[config.mk]
export PLATFORM = sky130hd
export DESIGN_NAME = smalldiv_digitizer
export DESIGN_NICKNAME = d
export VERILOG_FILES = /design/src/rtl/smalldiv_digitizer.sv
export SDC_FILE = /design/constraint.sdc
export NUM_CORES = 1
export LEC_CHECK = 0
export CORE_MARGIN = 1.5
export CORE_UTILIZATION = 41
export CTS_CLUSTER_DIAMETER = 50
export CTS_CLUSTER_SIZE = 25
export DETAILED_ROUTE_END_ITERATION = 12
export PLACE_DENSITY = 0.68
export SLEW_MARGIN = 5
export SYNTH_ARGS = -nofsm -noshare
export SYNTH_HDL_FRONTEND = slang
export SYNTH_SLANG_ARGS = --single-unit
[constraint.sdc]
create_clock -name clock -period 6.1 [get_ports clock]
set_input_delay 1.22 -clock clock [delete_from_list [all_inputs] [get_ports clock]]
set_output_delay 1.22 -clock clock [all_outputs]
set_load 0.05 [all_outputs]
[src/rtl/smalldiv_digitizer.sv]
// smalldiv_digitizer: turns a binary value into base-RADIX digits, LSB first,
// one digit per cycle on a valid/ready stream. Each step divides the work
// register by the constant RADIX in a single combinational stage.
module smalldiv_digitizer #(
    parameter int RADIX        = 10,
    parameter int RADIX_WIDTH  = $clog2(RADIX),
    parameter int VALUE_WIDTH  = 18,
    parameter int NUM_DIGITS   = 6,
    parameter bit FIXED_LENGTH = 1'b0
) (
    input  logic                             clock,
    input  logic                             resetn,
    input  logic                             in_valid,
    output logic                             in_ready,
    input  logic [VALUE_WIDTH-1:0]           in_value,
    output logic                             digit_valid,
    input  logic                             digit_ready,
    output logic [RADIX_WIDTH-1:0]           digit,
    output logic [$clog2(NUM_DIGITS+1)-1:0]  digit_index,
    output logic                             digit_last
);

    localparam int IDX_W = $clog2(NUM_DIGITS + 1);

    // True when NUM_DIGITS base-RADIX digits can represent every input value.
    function automatic bit digits_cover_range();
        longint limit;
        longint p;
        limit = (longint'(1) << VALUE_WIDTH) - 1;
        p     = 1;
        for (int i = 0; i < NUM_DIGITS; i++) begin
            if (p <= limit) p = p * RADIX;
        end
        return p > limit;
    endfunction

    if (RADIX < 2) begin : g_bad_radix
        $error("smalldiv_digitizer: RADIX must be >= 2");
    end
    if (!digits_cover_range()) begin : g_bad_digits
        $error("smalldiv_digitizer: RADIX^NUM_DIGITS does not cover 2^VALUE_WIDTH-1");
    end

    typedef enum logic {
        S_IDLE = 1'b0,
        S_EMIT = 1'b1
    } state_t;

    state_t                  state_q, state_d;
    logic [VALUE_WIDTH-1:0]  work_q,  work_d;
    logic [IDX_W-1:0]        index_q, index_d;

    // Constant-divide stage; quotient kept at full width so no bits are lost.
    logic [VALUE_WIDTH-1:0]  quot;
    logic [RADIX_WIDTH-1:0]  rem;
    logic                    is_last;

    assign quot = work_q / VALUE_WIDTH'(RADIX);
    assign rem  = RADIX_WIDTH'(work_q % VALUE_WIDTH'(RADIX));

    // Last digit: fixed count reached, or nothing significant left above this digit.
    assign is_last = FIXED_LENGTH ? (index_q == IDX_W'(NUM_DIGITS - 1))
                                  : (work_q < VALUE_WIDTH'(RADIX));

    // State, work and index registers; reset aborts any conversion in flight.
    always_ff @(posedge clock or negedge resetn) begin
        if (!resetn) begin
            state_q <= S_IDLE;
            work_q  <= '0;
            index_q <= '0;
        end else begin
            state_q <= state_d;
            work_q  <= work_d;
            index_q <= index_d;
        end
    end

    // Next state: load on input accept, shift one digit out per handshake.
    always_comb begin
        state_d = state_q;
        work_d  = work_q;
        index_d = index_q;
        case (state_q)
            S_IDLE: begin
                if (in_valid) begin
                    state_d = S_EMIT;
                    work_d  = in_value;
                    index_d = '0;
                end
            end
            S_EMIT: begin
                if (digit_ready) begin
                    if (is_last) begin
                        state_d = S_IDLE;
                    end else begin
                        work_d  = quot;
                        index_d = index_q + 1'b1;
                    end
                end
            end
            default: state_d = S_IDLE;
        endcase
    end

    // Outputs depend only on registered state; digit fields read zero when idle.
    always_comb begin
        in_ready    = 1'b0;
        digit_valid = 1'b0;
        digit       = '0;
        digit_index = '0;
        digit_last  = 1'b0;
        case (state_q)
            S_IDLE: in_ready = 1'b1;
            S_EMIT: begin
                digit_valid = 1'b1;
                digit       = rem;
                digit_index = index_q;
                digit_last  = is_last;
            end
            default: in_ready = 1'b0;
        endcase
    end

endmodule

# Yosys cells after proc, flatten, opt, wreduce, memory -nomap -nowiden

Index checks and enable logic that the tools add are counted.
W data, S select, Z words.

Eq/ne operators: 3
$lt $le $gt $ge: 1
Multiplexer cells: 17
Bitwise logic cells: 1
Reductions and logical operators: 1
Divide/modulo/power cells: 2
Add/sub/neg operators: 1

Operators by type and width:

| operator                | number |
|---|---|
| $mux W18                | 3 |
| $pmux W18 S2            | 1 |
| $div A18 B4 Y18 const B | 1 |
| $lt A18 B4 Y1 const B   | 1 |
| $mod A18 B4 Y18 const B | 1 |
| $mux W3                 | 4 |
| $mux W1                 | 6 |
| $ne A2 B2 Y1 const B    | 3 |
| $pmux W3 S2             | 1 |
| $mux W4                 | 1 |
| $add A3 B1 Y3 const B   | 1 |
| $reduce_and A3 Y1       | 1 |
| $pmux W1 S2             | 1 |
| $not A1 Y1              | 1 |

Output and inout port bits: 10
Flip-flop bits (word level): 22
Logic and storage cells: 29

# Longest topological paths before layout

Depth in word-level cells: 4
Depth in mapped cells: 25
Mapped depth without buffers: 20

# Worst setup path after synthesis

OpenSTA, ideal clock, no wires.

Path kind: register to output
Start: register work_q[13]
End: output port digit[3]
Data required time: 4.880 ns
Cell stages (with the launch flop): 25
Slack: -1.511 ns
Data arrival time: 6.391 ns
Path through: dfrtp_1 buf_6 buf_6 buf_6 or4b_1 a311oi_1 a311oi_1 and3_4 o32ai_4 nor2_2 or4b_4 nand3_2 o211ai_2 o311a_1 o211a_1 a22o_1 or2_1 o32ai_1 o22a_1 buf_6 xnor2_1 ha_1 nand3b_1 a21oi_1 nor4_1

Cells in the longest elaborated chain, start to end: 2

RTL lines:

| item                   | RTL line | RTL |
|---|---|---|
| from (decl)            | 50       | `logic [VALUE_WIDTH-1:0] work_q, work_d;` |
| from (signal assigned) | 73       | `work_q <= work_d;` |
| $mod A18 B4 Y18        | 59       | `assign rem = RADIX_WIDTH'(work_q % VALUE_WIDTH'(RADIX));` |
| $mux W4                | 112      | `case (state_q)` |
| to (decl)              | 18       | `output logic [RADIX_WIDTH-1:0] digit,` |

No other way between the ends.

# Final worst setup path

Start: register work_q[13]
End: output port digit[1]

The elaborated chain is that of the path after synthesis.

==> impl_metrics.ini <==
[clock_tree]
clock_sinks = 22
cts_buffers = 3
root_buffer = clkbuf_8
htree_levels = 1
ctsHoldBuffers = 0
clockBufferDepth = 2
clk_pin_slew_ns = 0.08
clock_latency_ns = 0.26
cts_tree = yes

[job]
maxCapViolCount = 0

[final_layout]
utilization_pct = 68.2
area_delta_synth_final_pct = 62.9
nFillCells = 658
fin_area_sq_um = 5890
drive_above_1_share_pct = 44.4
diodes = 0
final_nets = 673
final_cells = 756

[routing]
drt_iter0_markers = 363
drt.antenna.violating_nets = 0
vias_per_cell = 6.42
drt-total-wl_microns = 14300
drt_first_pass_iters = 6
drc_errors = 0
wl_per_cell_microns = 18.9
dr_total_vias = 4850

[status]
violations = setup timing
status = finished, violations left

[logic_synthesis]
synth_top_area_cell = dfrtp_1
synth-edff-count = 0
syn_area_per_cell_sq_um = 7.19
synthArstFlopShare_pct = 100
netlist_area_sq_um = 3610
synth_area_leaders = dfrtp_1 (15%), o21ai_0 (5.1%), a21oi_1 (5.0%)
ys.flop_type = dfrtp_1
ys_seq_area_share_pct = 15.2
yosysWarnings = 0
synthesis.instances = 503
ys_seq_elements = 22
synth_fp_nets = 527
synth.distinct_cells = 92
synth_top_area_share_pct = 15.2

[setup_path]
worst-endpoint-required_ns = 4.88
cp_max_fo = 6
path_buf_inv = 4
crit_top_cell = buf_6
crit_arrival_ns = 5.73
start_kind = register
critical_path.endpoint_type = output pin
path_cells = buf_6, or4_4, o22ai_2, a211oi_2, or2_4, o32ai_4, nor2_4, or4b_4, a32o_2, buf_4, a21oi_4, nor3_1, o31ai_2, nand3_4, a21oi_2, o32ai_2, o22a_2, buf_6, maj3_2, a211oi_4, mux2i_4, buf_12
max_stage_delay_ns = 0.58
crit_slowest_cell = or4b_4
crit_type = register to output pin
cp_top_family = compound AO/OA/AOI/OAI gates

[sta]
setup_viol = 3
worst_pin_slew_ns = 1.03
rsz0062_at_grt = yes
skew_ns = 0.00547
finalCritPeriodShare_pct = 114
slew_headroom_pct = 31.3
drv_slew = 0
hold_violations = 0
setup_slack_ns = -0.852
fmax_mhz = 144
holdWs_ns = 0.518
period_minus_slack_ns = 6.95

[placement]
place.detailed.hpwl_microns = 9450
io_buffers = 31
dpl.cell_count = 717
place_area_sq_um = 4900
place.gp.congestion = 0.971

[floorplanning]
initial_core_util_pct = 41.9
die_w_microns = 96.9
fp.coreArea_sq_um = 8640
ioPinCount = 32
die_h_microns = 96.9
die_area_sq_um = 9390
fp-row-count = 34

[global_routing]
overflow = 0
grt_max_degree = 23
antenna_found_initial = 0
grt_use_total_pct = 27.9
first_global_vias = 4638
grt_pass1_wl_microns = 22300

[hold_path]
min_path_type = register to register
## layout make-up
cell class	count	area [sq um]	share of cell area [%]
timing repair buffer	187	1600	27.1
tap	108	135	2.29
inverter	18	67.6	1.15
multi-input combinational	417	3480	59.1
sequential	22	554	9.41
clock buffer	4	55.1	0.935
## cell usage after synthesis, types with 7 or more instances
master and number:
o21ai_0 37, nand2b_1 9, inv_1 17, clkbuf_1 28, nor2_1 39, a211oi_1 9
nand3_1 19, a311oi_1 7, buf_2 10, and2_1 9, dfrtp_1 22, nand2_1 36
a22oi_1 15, o211ai_1 8, a21oi_1 36, nor3_1 19, a31oi_1 10
## per-layer routing
| metal | track usage (%) | vias up | wire, microns | part of all wire, % |
|---|---|---|---|---|
| met5 | 0 | - | 0 | 0 |
| met4 | 8.36 | 0 | 442 | 3.1 |
| met3 | 1.81 | 46 | 760 | 5.3 |
| met2 | 49.2 | 209 | 7010 | 49 |
| met1 | 36.4 | 2353 | 6070 | 42 |
| li1 | - | 2242 | - | - |
## per-stage QoR
| step | setup TNS (ns) | worst slack, ns |
|---|---|---|
| 2_1_floorplan | -1.30 | -0.471 |
| 3_3_place_gp | -2.10 | -0.768 |
| 3_5_place_dp | -2.37 | -0.843 |
| 4_1_cts | -2.31 | -0.793 |
| 5_1_grt | -3.07 | -1.06 |
| 6_report | -2.38 | -0.852 |
## layout by cell type, fill, tap and decap left out, drive strengths merged, types with 6 or more instances in the layout
| cell | synthesis | layout |
|---|---|---|
| a211oi | 10 | 10 |
| a21oi | 36 | 36 |
| a221o | 6 | 6 |
| a22o | 6 | 6 |
| a22oi | 15 | 15 |
| a311oi | 7 | 7 |
| a31oi | 11 | 11 |
| and2 | 10 | 10 |
| buf | 19 | 159 |
| clkdlybuf4s50 | 0 | 28 |
| dfrtp | 22 | 22 |
| inv | 17 | 17 |
| nand2 | 37 | 37 |
| nand2b | 9 | 9 |
| nand3 | 21 | 21 |
| nor2 | 42 | 42 |
| nor2b | 6 | 6 |
| nor3 | 19 | 19 |
| nor4 | 6 | 6 |
| o211ai | 9 | 10 |
| o21ai | 39 | 39 |
| or2 | 9 | 9 |
| xnor2 | 6 | 6 |
## sequential cells by signal, summed over array words and instances (netlist names)
signal / cells
index_q: 3
work_q: 18
state_q: 1
## worst min-delay path, delay by kind of cell (launching register included)
kind / cells / cell delay [ns]
flops: 1 / 0.34
compound gates: 2 / 0.14
## kinds of logic after synthesis
family,Yosys count,synth area share [%]
xor gates and xnor gates,9,2.18
muxes,8,2.32
AOI/OAI and AO/OA,206,42.4
and+or+nand+nor,190,28.6
DFF,22,15.2
buffers and inverters,65,8.24
adders and majority gates,3,1.00
## timing repair
item,4_1_cts,5_1_grt
pin swaps,39,29
setup buffers,20,15
gates resized for setup,72,65
cloned,1,0
setup endpoints to repair,3,3
## final timing paths
| kind | depth (start not counted) | startpoint | slack (ns) | to |
|---|---|---|---|---|
| hold reg to reg | 2 | work_q[0] | 0.52 | work_q[0] |
| min in group asynchronous | 1 | resetn | 1.52 | index_q[1] |
| setup / recovery | 22 | work_q[13] | -0.85 | digit[1] |
| max in group asynchronous | 1 | resetn | 3.89 | work_q[16] |
| hold / removal | 2 | work_q[0] | 0.52 | work_q[0] |
| setup reg to reg | 22 | work_q[13] | 0.73 | work_q[0] |
Power is not shown: default switching activity piles up to over one toggle a cycle in this logic, so the estimate is an artifact.
